## src/rtl/clk_div_pkg.sv

```systemverilog
// Shared types and helpers for the programmable clock divider.
// Holds the FSM state encoding, the minimum divisor and the divisor clamp.
package clk_div_pkg;

  typedef enum logic [1:0] {
    IDLE = 2'd0,
    RUN  = 2'd1,
    STOP = 2'd2
  } state_t;

  localparam int CLK_DIV_MIN = 2;

  // Divisors below the minimum would give no low (or no high) phase.
  function automatic logic [31:0] clamp_div(input logic [31:0] val);
    return (val < 32'(CLK_DIV_MIN)) ? 32'(CLK_DIV_MIN) : val;
  endfunction

endpackage

```

## src/rtl/clk_div_prog_if.sv

```systemverilog
// Control/status bundle of clk_div_prog: run request, divisor load/ack, divided clock outputs.
// The master is the software-facing controller; the slave is the divider.
interface clk_div_prog_if #(
  parameter int WIDTH = 16
);
  logic             en_i;
  logic [WIDTH-1:0] div_i;
  logic             div_load_i;
  logic             div_ack_o;
  logic [WIDTH-1:0] div_o;
  logic             clk_o;
  logic             tick_o;
  logic             busy_o;

  modport master (
    output en_i, div_i, div_load_i,
    input  div_ack_o, div_o, clk_o, tick_o, busy_o
  );

  modport slave (
    input  en_i, div_i, div_load_i,
    output div_ack_o, div_o, clk_o, tick_o, busy_o
  );
endinterface

```

## src/rtl/clk_div_shadow.sv

```systemverilog
// Divisor shadow register: captures clamped loads and applies the latest one at a period boundary.
// The ack pulse is registered and coincides with the first cycle of the new period.
module clk_div_shadow #(
  parameter int WIDTH     = 16,
  parameter int DIV_RESET = 10
) (
  input  logic             clk_i,
  input  logic             rst_n,
  input  logic [WIDTH-1:0] div_i,
  input  logic             div_load_i,
  input  logic             boundary,
  output logic [WIDTH-1:0] div_act,
  output logic             ack
);
  import clk_div_pkg::*;

  localparam logic [WIDTH-1:0] DIV_INIT = WIDTH'(clamp_div(32'(DIV_RESET)));

  logic [WIDTH-1:0] pend_div;
  logic             pend;

  always_ff @(posedge clk_i or negedge rst_n) begin
    if (!rst_n) begin
      pend_div <= '0;
      pend     <= 1'b0;
      div_act  <= DIV_INIT;
      ack      <= 1'b0;
    end else begin
      ack <= 1'b0;
      if (boundary && pend) begin
        div_act <= pend_div;
        ack     <= 1'b1;
        pend    <= 1'b0;
      end
      // A load on a boundary edge lands after the apply above, so it waits a full period.
      if (div_load_i) begin
        pend_div <= WIDTH'(clamp_div(32'(div_i)));
        pend     <= 1'b1;
      end
    end
  end

endmodule

```

## src/rtl/clk_div_prog.sv

```systemverilog
// Runtime-programmable clock divider with glitch-free enable/disable and boundary-aligned divisor changes.
// Define CLK_DIV_ODD50_EN to add a falling-edge stage giving exact 50% duty for odd divisors.
module clk_div_prog #(
  parameter int WIDTH     = 16,
  parameter int DIV_RESET = 10
) (
  input  logic           clk_i,
  input  logic           rst_n,
  clk_div_prog_if.slave  bus
);
  import clk_div_pkg::*;

  state_t           state;
  logic [WIDTH-1:0] cnt;
  logic [WIDTH-1:0] next_cnt;
  logic [WIDTH-1:0] div_act;
  logic [WIDTH-1:0] high_len;
  logic             at_wrap;
  logic             boundary;
  logic             pos_q;
  logic             tick_q;
  logic             ack;

  assign at_wrap  = (cnt == div_act - WIDTH'(1));
  assign next_cnt = at_wrap ? '0 : cnt + WIDTH'(1);
  assign boundary = (state == IDLE) || at_wrap;

`ifdef CLK_DIV_ODD50_EN
  assign high_len = div_act >> 1;
`else
  assign high_len = div_act - (div_act >> 1);
`endif

  clk_div_shadow #(
    .WIDTH     (WIDTH),
    .DIV_RESET (DIV_RESET)
  ) u_shadow (
    .clk_i      (clk_i),
    .rst_n      (rst_n),
    .div_i      (bus.div_i),
    .div_load_i (bus.div_load_i),
    .boundary   (boundary),
    .div_act    (div_act),
    .ack        (ack)
  );

  always_ff @(posedge clk_i or negedge rst_n) begin
    if (!rst_n) begin
      state  <= IDLE;
      cnt    <= '0;
      pos_q  <= 1'b0;
      tick_q <= 1'b0;
    end else begin
      case (state)
        IDLE: begin
          cnt    <= '0;
          pos_q  <= 1'b0;
          tick_q <= 1'b0;
          if (bus.en_i) begin
            state  <= RUN;
            pos_q  <= 1'b1;
            tick_q <= 1'b1;
          end
        end
        RUN: begin
          cnt    <= next_cnt;
          pos_q  <= (next_cnt < high_len);
          tick_q <= at_wrap;
          if (!bus.en_i) state <= STOP;
        end
        STOP: begin
          // Only park at the period end so the low phase is never cut short.
          if (at_wrap && !bus.en_i) begin
            state  <= IDLE;
            cnt    <= '0;
            pos_q  <= 1'b0;
            tick_q <= 1'b0;
          end else begin
            cnt    <= next_cnt;
            pos_q  <= (next_cnt < high_len);
            tick_q <= at_wrap;
            if (bus.en_i) state <= RUN;
          end
        end
        default: begin
          state  <= IDLE;
          cnt    <= '0;
          pos_q  <= 1'b0;
          tick_q <= 1'b0;
        end
      endcase
    end
  end

`ifdef CLK_DIV_ODD50_EN
  logic neg_q;

  // Stretches the high phase by half a source cycle, odd divisors only.
  always_ff @(negedge clk_i or negedge rst_n) begin
    if (!rst_n) neg_q <= 1'b0;
    else        neg_q <= pos_q & div_act[0];
  end

  assign bus.clk_o = pos_q | neg_q;
`else
  assign bus.clk_o = pos_q;
`endif

  assign bus.tick_o    = tick_q;
  assign bus.div_ack_o = ack;
  assign bus.div_o     = div_act;
  assign bus.busy_o    = (state != IDLE);

endmodule

```

## src/flat_wrapper.sv

```systemverilog
// flat-port wrapper written by rule: the top's interface ports become plain ports
module clk_div_prog_flat import clk_div_pkg::*;
#(
  parameter int WIDTH     = 16,
  parameter int DIV_RESET = 10
)
  (clk_i, rst_n, bus_en_i, bus_div_i, bus_div_load_i, bus_div_ack_o, bus_div_o, bus_clk_o, bus_tick_o, bus_busy_o);
  clk_div_prog_if #(.WIDTH(WIDTH)) bus_i ();
  input  logic clk_i;
  input  logic rst_n;
  input wire logic [$bits(bus_i.en_i)-1:0] bus_en_i;
  input wire logic [$bits(bus_i.div_i)-1:0] bus_div_i;
  input wire logic [$bits(bus_i.div_load_i)-1:0] bus_div_load_i;
  output wire logic [$bits(bus_i.div_ack_o)-1:0] bus_div_ack_o;
  output wire logic [$bits(bus_i.div_o)-1:0] bus_div_o;
  output wire logic [$bits(bus_i.clk_o)-1:0] bus_clk_o;
  output wire logic [$bits(bus_i.tick_o)-1:0] bus_tick_o;
  output wire logic [$bits(bus_i.busy_o)-1:0] bus_busy_o;
  assign bus_i.en_i = bus_en_i;
  assign bus_i.div_i = bus_div_i;
  assign bus_i.div_load_i = bus_div_load_i;
  assign bus_div_ack_o = bus_i.div_ack_o;
  assign bus_div_o = bus_i.div_o;
  assign bus_clk_o = bus_i.clk_o;
  assign bus_tick_o = bus_i.tick_o;
  assign bus_busy_o = bus_i.busy_o;
  clk_div_prog #(.WIDTH(WIDTH), .DIV_RESET(DIV_RESET)) u_core (.clk_i(clk_i), .rst_n(rst_n), .bus(bus_i));
endmodule
```

## config.mk

```make
export PLATFORM = sky130hd
export DESIGN_NAME = clk_div_prog_flat
export DESIGN_NICKNAME = d
export VERILOG_FILES = /design/src/rtl/clk_div_pkg.sv /design/src/rtl/clk_div_prog_if.sv /design/src/rtl/clk_div_shadow.sv /design/src/rtl/clk_div_prog.sv /design/src/flat_wrapper.sv
export SDC_FILE = /design/constraint.sdc
export NUM_CORES = 1
export LEC_CHECK = 0
export BUFFER_PORTS_ARGS = -buffer_cell sky130_fd_sc_hd__buf_4
export CAP_MARGIN = 40
export CORE_MARGIN = 2
export CORE_UTILIZATION = 42
export DETAILED_ROUTE_END_ITERATION = 7
export HOLD_SLACK_MARGIN = 0.06
export PLACE_DENSITY = 0.64
export SYNTH_ARGS = -nofsm -noshare
export SYNTH_HDL_FRONTEND = slang
export SYNTH_SLANG_ARGS = --single-unit
```

## constraint.sdc

```tcl
create_clock -name clk_i -period 9.7 [get_ports clk_i]
set_clock_uncertainty 0.2 [all_clocks]
set_input_delay 1.455 -clock clk_i [delete_from_list [all_inputs] [get_ports clk_i]]
set_output_delay 1.455 -clock clk_i [all_outputs]
set_load 0.005 [all_outputs]
```

==> results of run 1 <==
## layout make-up
type                       count  area [µm²]
fill                         920        4990
sequential                    54        1350
clock inverter                 3        47.5
clock buffer                   5        68.8
inverter                      38         143
multi-input combinational    326        2560
tap                          133         166
timing repair buffer          41         312
## power by group
| part | internal (W) | total (W) | switching [W] |
|---|---|---|---|
| clock | 0.0000789 | 0.000162 | 0.0000829 |
| combinational | 0.000505 | 0.00107 | 0.000570 |
| sequential | 0.000282 | 0.000357 | 0.0000749 |
| total | 0.000866 | 0.00159 | 0.000728 |
## stage by stage
step	util	area, µm²	hold WS (ns)	power [W]
after global routing	0.482	4650	0.330	0.00175
after floorplan	-	4100	0.267	0.00114
final	0.482	4650	0.312	0.00159
after CTS	0.482	4650	0.318	0.00160
after global placement	0.469	4520	0.286	0.00140
after detailed placement	0.470	4530	0.293	0.00143
## worst reg2reg max path: cells and delay by family, from the launching register on
kind	cells	cell delay (ns)
AOI/OAI and AO/OA	6	1.24
adders and majority gates	3	0.88
buffers and inverters	1	0.06
DFF	1	0.62
and+or+nand+nor	6	1.44
## layout by cell type (no fill, tap or decap), types with 3 or more instances in the layout
master,count
mux2_4,8
dfrtp_1,52
a31oi_1,4
nor3_1,21
nand3_1,11
nor4_1,5
xnor2_1,31
and3_1,6
inv_1,38
clkbuf_8,5
mux2_2,21
nand2_1,17
a21oi_1,16
or3_1,6
ha_1,51
nand2b_1,3
nand4_1,8
nor2_1,41
o21ai_0,11
nor2b_1,6
xor2_1,21
buf_4,40
## sequential cells by signal, indices dropped and copies added, names as in the netlist
| register | flops |
|---|---|
| u_core.u_shadow.ack | 1 |
| u_core.u_shadow.div_act | 16 |
| u_core.state | 2 |
| u_core.u_shadow.pend | 1 |
| u_core.cnt | 16 |
| u_core.bus.tick_o | 1 |
| u_core.u_shadow.pend_div | 16 |
| u_core.bus.clk_o | 1 |
## worst max-delay path by stage
| stage | endpoint | from | depth (start not counted) |
|---|---|---|---|
| 3_5_place_dp | u_core.bus.clk_o$_DFF_PN0_ | u_core.u_shadow.div_act[1]$_DFFE_PN1P_ | 16 |
| 4_1_cts | u_core.bus.clk_o$_DFF_PN0_ | u_core.u_shadow.div_act[1]$_DFFE_PN1P_ | 16 |
| 5_1_grt | u_core.bus.clk_o$_DFF_PN0_ | u_core.u_shadow.div_act[1]$_DFFE_PN1P_ | 16 |
| 3_3_place_gp | u_core.bus.clk_o$_DFF_PN0_ | u_core.u_shadow.div_act[1]$_DFFE_PN1P_ | 16 |
| 6_report | u_core.bus.clk_o$_DFF_PN0_ | u_core.u_shadow.div_act[1]$_DFFE_PN1P_ | 16 |
| 2_1_floorplan | u_core.bus.clk_o$_DFF_PN0_ | u_core.u_shadow.div_act[1]$_DFFE_PN1P_ | 18 |
## per-layer routing
layer,GRT usage,vias up,part of all wire
li1,-,1567,-
met3,0.0271,19,0.043
met5,0,-,0
met2,0.312,84,0.47
met4,0.0617,0,0.020
met1,0.246,1519,0.46
## cell families (layout without fill, tap and decap cells)
group / count (synthesis) / count (layout)
AND/OR/NAND/NOR: 134 / 134
AO/OA/AOI/OAI: 58 / 58
flip-flops: 54 / 54
adder cells (fa/ha/maj): 52 / 52
XOR/XNOR: 52 / 52
buffers and inverters: 48 / 87
multiplexers: 30 / 30
==> flow_metrics.tcl, run 1 <==
set metrics [dict create \
    synth_top_area_cell "dfrtp_1" \
    synthTopCellsByArea "dfrtp_1, ha_1, xnor2_1" \
    yosys_register_bits 54 \
    r2r_end "u_core.bus.clk_o$_DFF_PN0_" \
    synth.most_common_cell "dfrtp_1" \
    r2r-start "u_core.u_shadow.div_act[1]$_DFFE_PN1P_" \
    die_w_um 103 \
    core_region_area_um2 9640 \
    ctsHtreeMaxLevel 2 \
    dpl_worst_slack_ns 5.22 \
    cpLargestDelayFamily "simple AND/OR/NAND/NOR gates" \
    yosysUniqueCellTypes 53 \
    holdPathStages 1 \
    hold_path_class "flip-flop to flip-flop" \
    fp-row-count 36 \
    relSlewSlack 0.500 \
    grt_pass1_wl_um 15400 \
    synthAdderAreaFrac 0.161 \
    clk_latency_ns 0.32 \
    via_per_inst 5.32 \
    critPathMostFrequentCell "ha_1" \
    finalCritPeriodShare 0.467 \
    start_kind "flip-flop" \
    cts_buffers 5 \
    path_class "flip-flop to flip-flop" \
    start_util 0.425 \
    min_from "u_core.u_shadow.pend_div[4]$_DFFE_PN0P_" \
    synthFlopType "dfrtp_1" \
    antenna_cells 0 \
    gp_congestion 0.922 \
    cp_slowest_cell "dfstp_2" \
    syn_area_um2 4100 \
    yosysWarnings 0 \
    finalCriticalPeriod_ns 4.53 \
    reg2reg_slack_ns 5.17 \
    fin_ws_ns 5.17 \
    status "completed" \
    drt_pre_antenna_iters 4 \
    ys_async_sr_fraction 1.00 \
    cts-root-buf "clkbuf_8" \
    antenna_found_initial 0 \
    die_area_um2 10600 \
    num_vias 3189 \
    clk_pin_slew_worst_paths_ns 0.10 \
    crit_buf_inv 1 \
    drc_errors 0 \
    r2r_cells 16 \
    groute.usage.overall 0.185 \
    rsz0062_at_grt "no" \
    synthCells 428 \
    synth_edf_count 0 \
    grt_pass1_vias 3184 \
    worstHoldEndpoint "u_core.u_shadow.pend_div[4]$_DFFE_PN0P_" \
    synthTopCellsByCount "dfrtp_1, ha_1, nor2_1" \
    synth_top_family_by_area "simple AND/OR/NAND/NOR gates" \
    clock_sinks 54 \
    tightest_slew_ns 0.747 \
    seq_area_frac_synth 0.330 \
    synth_compound_area_frac 0.0952 \
    p_leak_nw 2.21 \
    powerDensity_nw_per_um2 343 \
    cts_max_path_buffers 2 \
    hold_viol 0 \
    finalSetupViolations 0 \
    tns_ns 0 \
    critical-path-max-stage-delay_ns 0.62 \
    synthMuxAreaShare 0.0894 \
    final-max-slew-violation-count 0 \
    crit_path_cell_trace "ha_1 -> inv_1 -> fa_1 -> nor2b_1 -> o21ai_0 -> a21oi_1 -> o211ai_1 -> a31oi_1 -> and4_1 -> or3_1 -> ha_1 -> nand4_1 -> nor4b_1 -> o2111ai_1 -> a31o_2 -> and4b_1" \
    synth_xor_area_frac 0.111 \
    drt-total-wl_um 9040 \
    post_cts_buffers 0 \
    dp_hpwl_um 7140 \
    fp.dieH_um 103 \
    synthSimpleGateAreaFrac 0.168 \
    port_buffers 39 \
    cts_tree "yes" \
    fmax_ghz 0.221 \
    fin_nets 538 \
    required_ns 9.72 \
    synth.avg_cell_area_um2 9.58 \
    wl_per_cell_um 15.1 \
    pin_count 40 \
    cts_resized 0 \
    grt_overflow 0 \
    cts_hold_buf 0 \
    drtIter0Drc 89 \
    endpoint_kind "flip-flop" \
    grt_max_degree 55 \
    netlist.area_leader.share 0.317 \
    drive_gt1_frac 0.184 \
    arrival_ns 4.55 \
    dp_cells 592 \
    synthesis.nets 500 \
    ant_nets 0 \
    vdd_drop_max_v 0.000126 \
    crit_fanout 6 \
    cap_violations 0 \
    final_cells 600 \
    area_growth_pct 13.4 \
]
No activity file was read; power rests on OpenSTA's default activity.
==> run 2: changes to the inputs <==
--- a/config.mk
+++ b/config.mk
@@ -5,13 +5,14 @@
 export SDC_FILE = /design/constraint.sdc
 export NUM_CORES = 1
 export LEC_CHECK = 0
+export ABC_AREA = 1
 export BUFFER_PORTS_ARGS = -buffer_cell sky130_fd_sc_hd__buf_4
 export CAP_MARGIN = 40
 export CORE_MARGIN = 2
 export CORE_UTILIZATION = 42
 export DETAILED_ROUTE_END_ITERATION = 7
 export HOLD_SLACK_MARGIN = 0.06
-export PLACE_DENSITY = 0.64
+export PLACE_DENSITY = 0.66
 export SYNTH_ARGS = -nofsm -noshare
 export SYNTH_HDL_FRONTEND = slang
 export SYNTH_SLANG_ARGS = --single-unit
==> constraint.sdc (replaced) <==
create_clock -name clk_i -period 4 [get_ports clk_i]
set_clock_uncertainty 0.2 [all_clocks]
set_input_delay 0.6 -clock clk_i [delete_from_list [all_inputs] [get_ports clk_i]]
set_output_delay 0.6 -clock clk_i [all_outputs]
set_load 0.005 [all_outputs]
==> run 2 against run 1 <==
Sequential cell count did not move. Die area rose by 3.8%. Synthesized area rose by 3.9%. Sequential share of layout area fell by 1.2 points. Cell count rose by 28%. Global-route usage rose by 0.54 points. Core utilization rose by 1.1 points. Register-to-register slack got worse by 4.8 ns. Fmax rose by 24%. Combinational power rose by 140%.
==> flow_metrics.tcl, run 2 <==
set metrics [dict create \
    synth_top_area_cell "dfrtp_1" \
    cap_violations 0 \
    fmax_ghz 0.273 \
    antenna_cells 0 \
    core_region_area_um2 9820 \
    synthTopCellsByArea "dfrtp_1, nand2_1, ha_1" \
    required_ns 4.06 \
    hold_viol 0 \
    largestRegisters "u_core.cnt: 16 flops, u_core.u_shadow.div_act: 16 flops, u_core.u_shadow.pend_div: 16 flops" \
    port_buffers 39 \
    tightest_slew_ns 0.706 \
    endpoint_kind "flip-flop" \
    grt_pass1_vias 3628 \
    synth.avg_cell_area_um2 7.14 \
    area_growth_pct 13.7 \
    cts-root-buf "clkbuf_8" \
    cts_buffers 5 \
    synthFlopType "dfrtp_1" \
    final_cells 771 \
    r2r_cells 19 \
    syn_area_um2 4260 \
    yosysWarnings 0 \
    relSlewSlack 0.528 \
    dp_cells 763 \
    finalCriticalPeriod_ns 3.66 \
    final-max-slew-violation-count 0 \
    drc_errors 0 \
    power_w 0.00379 \
    grt_overflow 0 \
    gp_congestion 0.896 \
    reg2reg_slack_ns 0.34 \
    finalCritPeriodShare 0.915 \
    finalSetupViolations 0 \
    utilization 0.493 \
    ys_async_sr_fraction 1.00 \
    synth.most_common_cell "nand2_1" \
    synthesis.nets 669 \
    synthCells 597 \
    grt_pass1_wl_um 17000 \
    grt_max_degree 55 \
    clock_sinks 54 \
    layout_commonest_cell "nand2_1" \
    crit_fanout 5 \
    yosys_register_bits 54 \
    cts_max_path_buffers 2 \
    antenna_found_initial 0 \
    num_vias 3753 \
    yosysUniqueCellTypes 37 \
    wl_per_cell_um 12.8 \
    path_class "flip-flop to flip-flop" \
    cts_tree "yes" \
    powerDensity_nw_per_um2 782 \
    p_leak_nw 2.57 \
    drtIter0Drc 150 \
    layout_common_cells "nand2_1, inv_1, dfrtp_1" \
    fillCellCount 1029 \
    r2r_end "u_core.bus.clk_o$_DFF_PN0_" \
    arrival_ns 3.72 \
    ctsHtreeMaxLevel 2 \
    die_w_um 105 \
    drive_gt1_frac 0.111 \
    cts_hold_buf 0 \
    status "completed" \
    start_kind "flip-flop" \
    seq_area_frac_synth 0.318 \
    fin_nets 709 \
    clk_pin_slew_worst_paths_ns 0.11 \
    fp.dieH_um 105 \
    ant_nets 0 \
    r2r-start "u_core.u_shadow.div_act[3]$_DFFE_PN1P_" \
    die_area_um2 11000 \
    via_per_inst 4.87 \
    drt_pre_antenna_iters 4 \
    fp-row-count 36 \
    groute.usage.overall 0.191 \
    clk_latency_ns 0.32 \
    synth_edf_count 0 \
    dp_hpwl_um 7960 \
    vdd_drop_max_v 0.000348 \
    netlist.area_leader.share 0.305 \
    synthTopCellsByCount "nand2_1, inv_1, dfrtp_1" \
    hold_path_class "input pin to async pin" \
    drt-total-wl_um 9860 \
    pin_count 40 \
    start_util 0.434 \
]
[run 2: changes by cell type after synthesis, moves of 8 or more]
cell and change:
nor2_1 +10, o21ai_1 +13, o21ai_0 +11, nand2_1 +162
inv_1 +53, mux2_4 -8, xnor2_1 -22, nand3_1 +16
nor3_1 -9, mux2_2 -21
[run 2: final cells by class]
type	instances	area (µm²)	area share
timing repair buffer	41	312	0.0643
tap	133	166	0.0343
inverter	93	353	0.0728
sequential	54	1350	0.279
clock buffer	5	68.8	0.0142
clock inverter	3	47.5	0.00981
multi-input combinational	442	2540	0.525
[run 2: worst max path at each step]
| stage | from | end | slack [ns] | depth (start not counted) |
|---|---|---|---|---|
| after global routing | u_core.u_shadow.div_act[3]$_DFFE_PN1P_ | u_core.bus.clk_o$_DFF_PN0_ | -0.00008 | 19 |
| final | u_core.u_shadow.div_act[3]$_DFFE_PN1P_ | u_core.bus.clk_o$_DFF_PN0_ | 0.34 | 19 |
| after global placement | u_core.u_shadow.div_act[3]$_DFFE_PN1P_ | u_core.bus.clk_o$_DFF_PN0_ | 0.45 | 19 |
| after floorplan | u_core.u_shadow.div_act[3]$_DFFE_PN1P_ | u_core.bus.clk_o$_DFF_PN0_ | 0.69 | 19 |
| after detailed placement | u_core.u_shadow.div_act[3]$_DFFE_PN1P_ | u_core.bus.clk_o$_DFF_PN0_ | 0.31 | 19 |
| after CTS | u_core.u_shadow.div_act[3]$_DFFE_PN1P_ | u_core.bus.clk_o$_DFF_PN0_ | 0.28 | 19 |
[run 2: worst max-delay path, cell delays in order, from the launching register on]
cell and delay (ns):
dfstp_2 0.57, inv_1 0.10, ha_1 0.33, inv_1 0.08, nand2_1 0.06, nand2_1 0.06, a31oi_2 0.22, o21ai_1 0.15
a21oi_2 0.20, o21ai_1 0.13, a21boi_2 0.19, o21ai_1 0.08, a21oi_1 0.15, xor2_1 0.16, ha_1 0.27, a21oi_1 0.15
o221ai_1 0.15, a21oi_1 0.15, nand2_1 0.08, a21oi_2 0.11
[run 2: metal layers]
layer  vias up  global-route usage  wire (µm)
li1       1967                   -          -
met1      1699               0.266       4780
met2        72               0.302       4540
met3        15              0.0287        337
met4         0              0.0629        205
met5         -                   0          0
[run 2: timing repair]
action,4_1_cts,5_1_grt
endpoints found under the setup margin,0,1
setup buffers,0,0
gates resized for setup,0,5
endpoints found under the hold margin,0,0
[run 2: stage by stage]
stage	hold WS, ns	setup WS, ns	cell area (µm²)	TNS (ns)
2_1_floorplan	0.104	0.692	4260	0
3_3_place_gp	0.256	0.445	4690	0
3_5_place_dp	0.259	0.311	4710	0
4_1_cts	0.127	0.277	4820	0
5_1_grt	0.168	-0.0000848	4840	-0.0000848
6_report	0.105	0.340	4840	0
[run 2: cell families (layout without fill, tap and decap cells)]
group / after synthesis / in the layout / share of synthesized area
DFF: 54 / 54 / 0.318
buffers and inverters: 101 / 142 / 0.0898
adders and majority gates: 52 / 52 / 0.154
AOI/OAI and AO/OA: 68 / 68 / 0.0890
xor gates and xnor gates: 30 / 30 / 0.0617
and+or+nand+nor: 292 / 292 / 0.287
[run 2: power breakdown]
group          switching [W]  leakage (nW)  internal, W
clock network       0.000202        0.0587     0.000190
registers           0.000136         0.687     0.000677
logic                0.00159          1.83     0.000995
total                0.00192          2.57      0.00186
